==> src/rtl/shift_register_bank.sv <==
// Word-wide shift chain of DEPTH stages with per-stage valid flags and a registered occupancy count.
// Define SHIFT_REGISTER_BANK_REVERSE_EN to build the BACK and ROT modes; without it, those modes hold.
module shift_register_bank #(
  parameter  int WIDTH = 8,
  parameter  int DEPTH = 4,
  localparam int CW    = $clog2(DEPTH + 1)
) (
  input  logic             Clk,
  input  logic             Reset,
  input  logic             Clear,
  input  logic             En,
  input  logic [1:0]       Mode,
  input  logic [WIDTH-1:0] D,
  output logic [WIDTH-1:0] Qtail,
  output logic [WIDTH-1:0] Qhead,
  output logic             ValidHead,
  output logic [CW-1:0]    Count,
  output logic             Full,
  output logic             Empty
);

  typedef enum logic [1:0] {
    MODE_HOLD = 2'b00,
    MODE_FWD  = 2'b01,
    MODE_BACK = 2'b10,
    MODE_ROT  = 2'b11
  } mode_e;

  logic [WIDTH-1:0] s_q [DEPTH];
  logic [WIDTH-1:0] s_d [DEPTH];
  logic [DEPTH-1:0] v_q, v_d;
  logic [CW-1:0]    cnt_q, cnt_d;
  mode_e            mode;

  assign mode = mode_e'(Mode);

  always_comb begin
    s_d   = s_q;
    v_d   = v_q;
    cnt_d = cnt_q;
    if (Clear) begin
      v_d   = '0;
      cnt_d = '0;
    end else if (En) begin
      case (mode)
        MODE_FWD: begin
          for (int unsigned i = 1; i < DEPTH; i++) s_d[i] = s_q[i-1];
          s_d[0] = D;
          v_d    = {v_q[DEPTH-2:0], 1'b1};
          // A new valid word only raises occupancy if it did not push a valid one out.
          if (!v_q[DEPTH-1]) cnt_d = cnt_q + CW'(1);
        end
`ifdef SHIFT_REGISTER_BANK_REVERSE_EN
        MODE_BACK: begin
          for (int unsigned i = 0; i < DEPTH - 1; i++) s_d[i] = s_q[i+1];
          s_d[DEPTH-1] = D;
          v_d          = {1'b1, v_q[DEPTH-1:1]};
          if (!v_q[0]) cnt_d = cnt_q + CW'(1);
        end
        MODE_ROT: begin
          for (int unsigned i = 1; i < DEPTH; i++) s_d[i] = s_q[i-1];
          s_d[0] = s_q[DEPTH-1];
          v_d    = {v_q[DEPTH-2:0], v_q[DEPTH-1]};
        end
`endif
        default: ;
      endcase
    end
  end

  always_ff @(posedge Clk) begin
    if (Reset) begin
      for (int unsigned i = 0; i < DEPTH; i++) s_q[i] <= '0;
      v_q   <= '0;
      cnt_q <= '0;
    end else begin
      s_q   <= s_d;
      v_q   <= v_d;
      cnt_q <= cnt_d;
    end
  end

  assign Qtail     = s_q[0];
  assign Qhead     = s_q[DEPTH-1];
  assign ValidHead = v_q[DEPTH-1];
  assign Count     = cnt_q;
  assign Full      = (cnt_q == CW'(DEPTH));
  assign Empty     = (cnt_q == '0);

endmodule

==> config.mk <==
export PLATFORM = sky130hd
export DESIGN_NAME = shift_register_bank
export DESIGN_NICKNAME = d
export VERILOG_FILES = /design/src/rtl/shift_register_bank.sv
export SDC_FILE = /design/constraint.sdc
export NUM_CORES = 1
export LEC_CHECK = 0
export ABC_AREA = 1
export CAP_MARGIN = 0
export CORE_MARGIN = 2
export CORE_UTILIZATION = 55
export CTS_CLUSTER_DIAMETER = 80
export DETAILED_ROUTE_END_ITERATION = 10
export PLACE_DENSITY = 0.86
export SLEW_MARGIN = 20
export SYNTH_ARGS = -nofsm -noshare
export SYNTH_HDL_FRONTEND = slang
export SYNTH_SLANG_ARGS = --single-unit
==> constraint.sdc <==
create_clock -name Clk -period 1.73 [get_ports Clk]
set_input_delay 0.2595 -clock Clk [delete_from_list [all_inputs] [get_ports Clk]]
set_output_delay 0.2595 -clock Clk [all_outputs]
set_load 0.03 [all_outputs]
==> impl_metrics.py <==
metrics = {
    "outcome": {
        "status": "completed",
    },
    "timing": {
        "finalSetupViolations": 0,
        "hold_viol": 0,
        "rsz0062_at_grt": "no",
        "finalCritPeriodShare_pct": 95.80,
        "timing.final.max_slew_violations": 0,
        "max_freq_mhz": 603.4,
        "max-slew-margin-rel_pct": 71.30,
        "hold_ws_ns": 0.4691,
        "max_slew.worst_pin.slew_ns": 0.4290,
        "fin_crit_ns": 1.657,
        "finClkSkew_ns": 0.005560,
        "worst_slack_ns": 0.07264,
        "tns_ns": 0,
    },
    "setup_path": {
        "cp_max_fo": 3,
        "crit_chain": "clkdlybuf4s50_1",
        "rrSetupSlack_ns": 0.69,
        "worst_path_max_delay_cell": "clkdlybuf4s50_1",
        "worstReg2RegStart": "Count[0]$_SDFFE_PP0P_",
        "worst-setup-path-type": "flip-flop to output pin",
        "r2r_end": "Count[1]$_SDFFE_PP0P_",
        "setup.worst_path.start": "Qtail[6]$_SDFFE_PP0P_",
        "cp.required_ns": 1.47,
        "r2r_cells": 5,
        "slowest_delay_ns": 0.68,
        "endpoint": "Qtail[6]",
        "path_buf_inv": 1,
        "critPathTopFamily": "buffers and inverters",
        "cp.depth": 1,
        "crit_path_end_kind": "output pin",
        "cp-start-kind": "flip-flop",
        "cp.arrival_ns": 1.40,
    },
    "pwr": {
        "p_leak_uw": 0.0009354,
        "powerDensity_mw_per_mm2": 756.7,
        "vdd_drop_max_uv": 509.7,
    },
    "drt": {
        "dr_total_vias": 1466,
        "postRouteAntennaNets": 0,
        "drt_iter0_markers": 32,
        "drc": 0,
        "via_per_inst": 4.639,
        "first_pass_iters": 4,
        "drt_wl_total_mm": 3.049,
        "wl_per_cell_um": 9.649,
    },
    "synthesis": {
        "synth_top_family_by_area": "simple AND/OR/NAND/NOR gates",
        "synth_top_area_share_pct": 42.68,
        "yosys.area_share.xor_xnor_pct": 0,
        "ys_types": 14,
        "synth.area.top_cells": "dfxtp_1, nor2_1, nand3b_1",
        "netlist_area_mm2": 0.001829,
        "synth_seq_cells": 39,
        "netlist_instances": 253,
        "syn_avg_cell_area_um2": 7.230,
        "syn-num-nets": 269,
        "synth.area.mux_share_pct": 0,
        "synth-compound-area-share_pct": 0.4104,
        "synth_top_area_cell": "dfxtp_1",
        "synthAdderAreaFrac_pct": 1.368,
        "synthSimpleGateAreaFrac_pct": 42.00,
        "ys_warn_count": 0,
        "ys_seq_area_share_pct": 42.68,
    },
    "global_route": {
        "grt_max_degree": 33,
        "grt_pass1_wl_mm": 5.002,
        "globalRouteTotalUtil_pct": 17.99,
        "grt_overflow": 0,
        "antenna_found_initial": 0,
        "first_global_vias": 1240,
    },
    "hold_path": {
        "worstHoldPathType": "flip-flop to flip-flop",
        "hold_depth": 2,
    },
    "placed_design": {
        "dpl.hpwl_mm": 2.062,
        "place_area_mm2": 0.002131,
        "place.gp.congestion": 0.7047,
        "dp_worst_setup_slack_ns": 0.1320,
        "port_buffers": 35,
    },
    "layout": {
        "n_fill_cell": 268,
        "insertedDiodeCount": 0,
        "final_cell_area_mm2": 0.002182,
        "nNetsFinal": 288,
        "multiInputGateArea_um2": 800.8,
        "drive_above_1_share_pct": 7.721,
        "regArea_um2": 783.3,
        "area_delta_synth_final_pct": 19.29,
    },
    "floorplan": {
        "fp.coreArea_mm2": 0.003103,
        "die_w_um": 61.67,
        "die-area_mm2": 0.003803,
        "start_util_pct": 58.95,
        "die-height_um": 61.67,
        "pin_count": 36,
        "rows": 20,
    },
    "cts": {
        "cts_tree": "yes",
        "cts_buffers": 5,
        "path_clk_slew_ns": 0.11,
        "clockBufferDepth": 2,
        "cts.sinks": 39,
        "insertion_delay_ns": 0.33,
        "cts_hold_buffers": 0,
        "cts-root-buf": "clkbuf_4",
        "htreeDepth": 2,
    },
    "job": {
        "drv_cap": 0,
    },
}
## per-layer routing
metal  vias to the layer above  wire length [um]  track usage, %
met5                         -                 0               0
met4                         0                42           8.207
met3                         5               163           5.252
met2                        30              1482           32.33
met1                       636              1361           19.28
li1                        795                 -               -
## worst min-delay path by stage
stage	startpoint	to	slack, ns
2_1_floorplan	v_q[0]$_SDFFE_PP0P_	v_q[0]$_SDFFE_PP0P_	0.44
3_3_place_gp	v_q[0]$_SDFFE_PP0P_	v_q[0]$_SDFFE_PP0P_	0.45
3_5_place_dp	v_q[0]$_SDFFE_PP0P_	v_q[0]$_SDFFE_PP0P_	0.46
4_1_cts	v_q[0]$_SDFFE_PP0P_	v_q[0]$_SDFFE_PP0P_	0.47
5_1_grt	v_q[0]$_SDFFE_PP0P_	v_q[0]$_SDFFE_PP0P_	0.50
6_report	v_q[0]$_SDFFE_PP0P_	v_q[0]$_SDFFE_PP0P_	0.47
## power breakdown
group	internal, uW	switching (uW)	leakage [uW]
clock	188	272	0.0000341
sequential	926	15.1	0.000318
combinational	115	134	0.000584
total	1230	421	0.000935
## registers in the layout, summed over array words and instances, names as in the netlist
signal and count:
Qtail 8, v_q 4, Qhead 8, s_q 16, Count 3
## cell type report
class	instances	area share, %
clock inverters	1	0.2294
clock buffers	6	2.351
flip-flops and latches	39	35.89
repair buffers	40	19.72
multi-input cells	171	36.70
inverters	15	2.580
well taps	44	2.523
## what timing repair did
action	4_1_cts	5_1_grt
resized for setup	2	7
setup buffers	0	0
endpoints found under the setup margin	2	4
## cell usage after synthesis, drive strengths merged
| cell type | number |
|---|---|
| ha | 2 |
| nor2 | 83 |
| nand2 | 51 |
| inv | 15 |
| nand3 | 1 |
| nand3b | 33 |
| buf | 28 |
| dfxtp | 39 |
| a21boi | 1 |
## logic make-up (layout without fill, tap and decap cells)
family | after synthesis | in the layout
flip-flops | 39 | 39
adder cells (fa/ha/maj) | 2 | 2
AND/OR/NAND/NOR | 168 | 168
buffers and inverters | 43 | 62
AO/OA/AOI/OAI | 1 | 1
## layout by cell type, fill, tap and decap left out, types with 2 or more instances in the layout
master           instances
clkdlybuf4s50_1         32
nor2_1                  80
ha_1                     2
clkbuf_2                 2
nor2_2                   2
dfxtp_1                 37
nand2_1                 51
clkbuf_4                 5
nand3b_1                33
inv_2                    2
buf_12                   4
inv_1                   13
dfxtp_2                  2
## stage by stage
step                      total power [uW]  utilization [%]  cells
after floorplan                       1135                -    253
after global placement                1209            68.67    309
after detailed placement              1215            68.67    309
after CTS                             1669            70.40    316
after global routing                  1743            70.32    316
final                                 1651            70.32    316
Power figures use the tool's default switching activity.
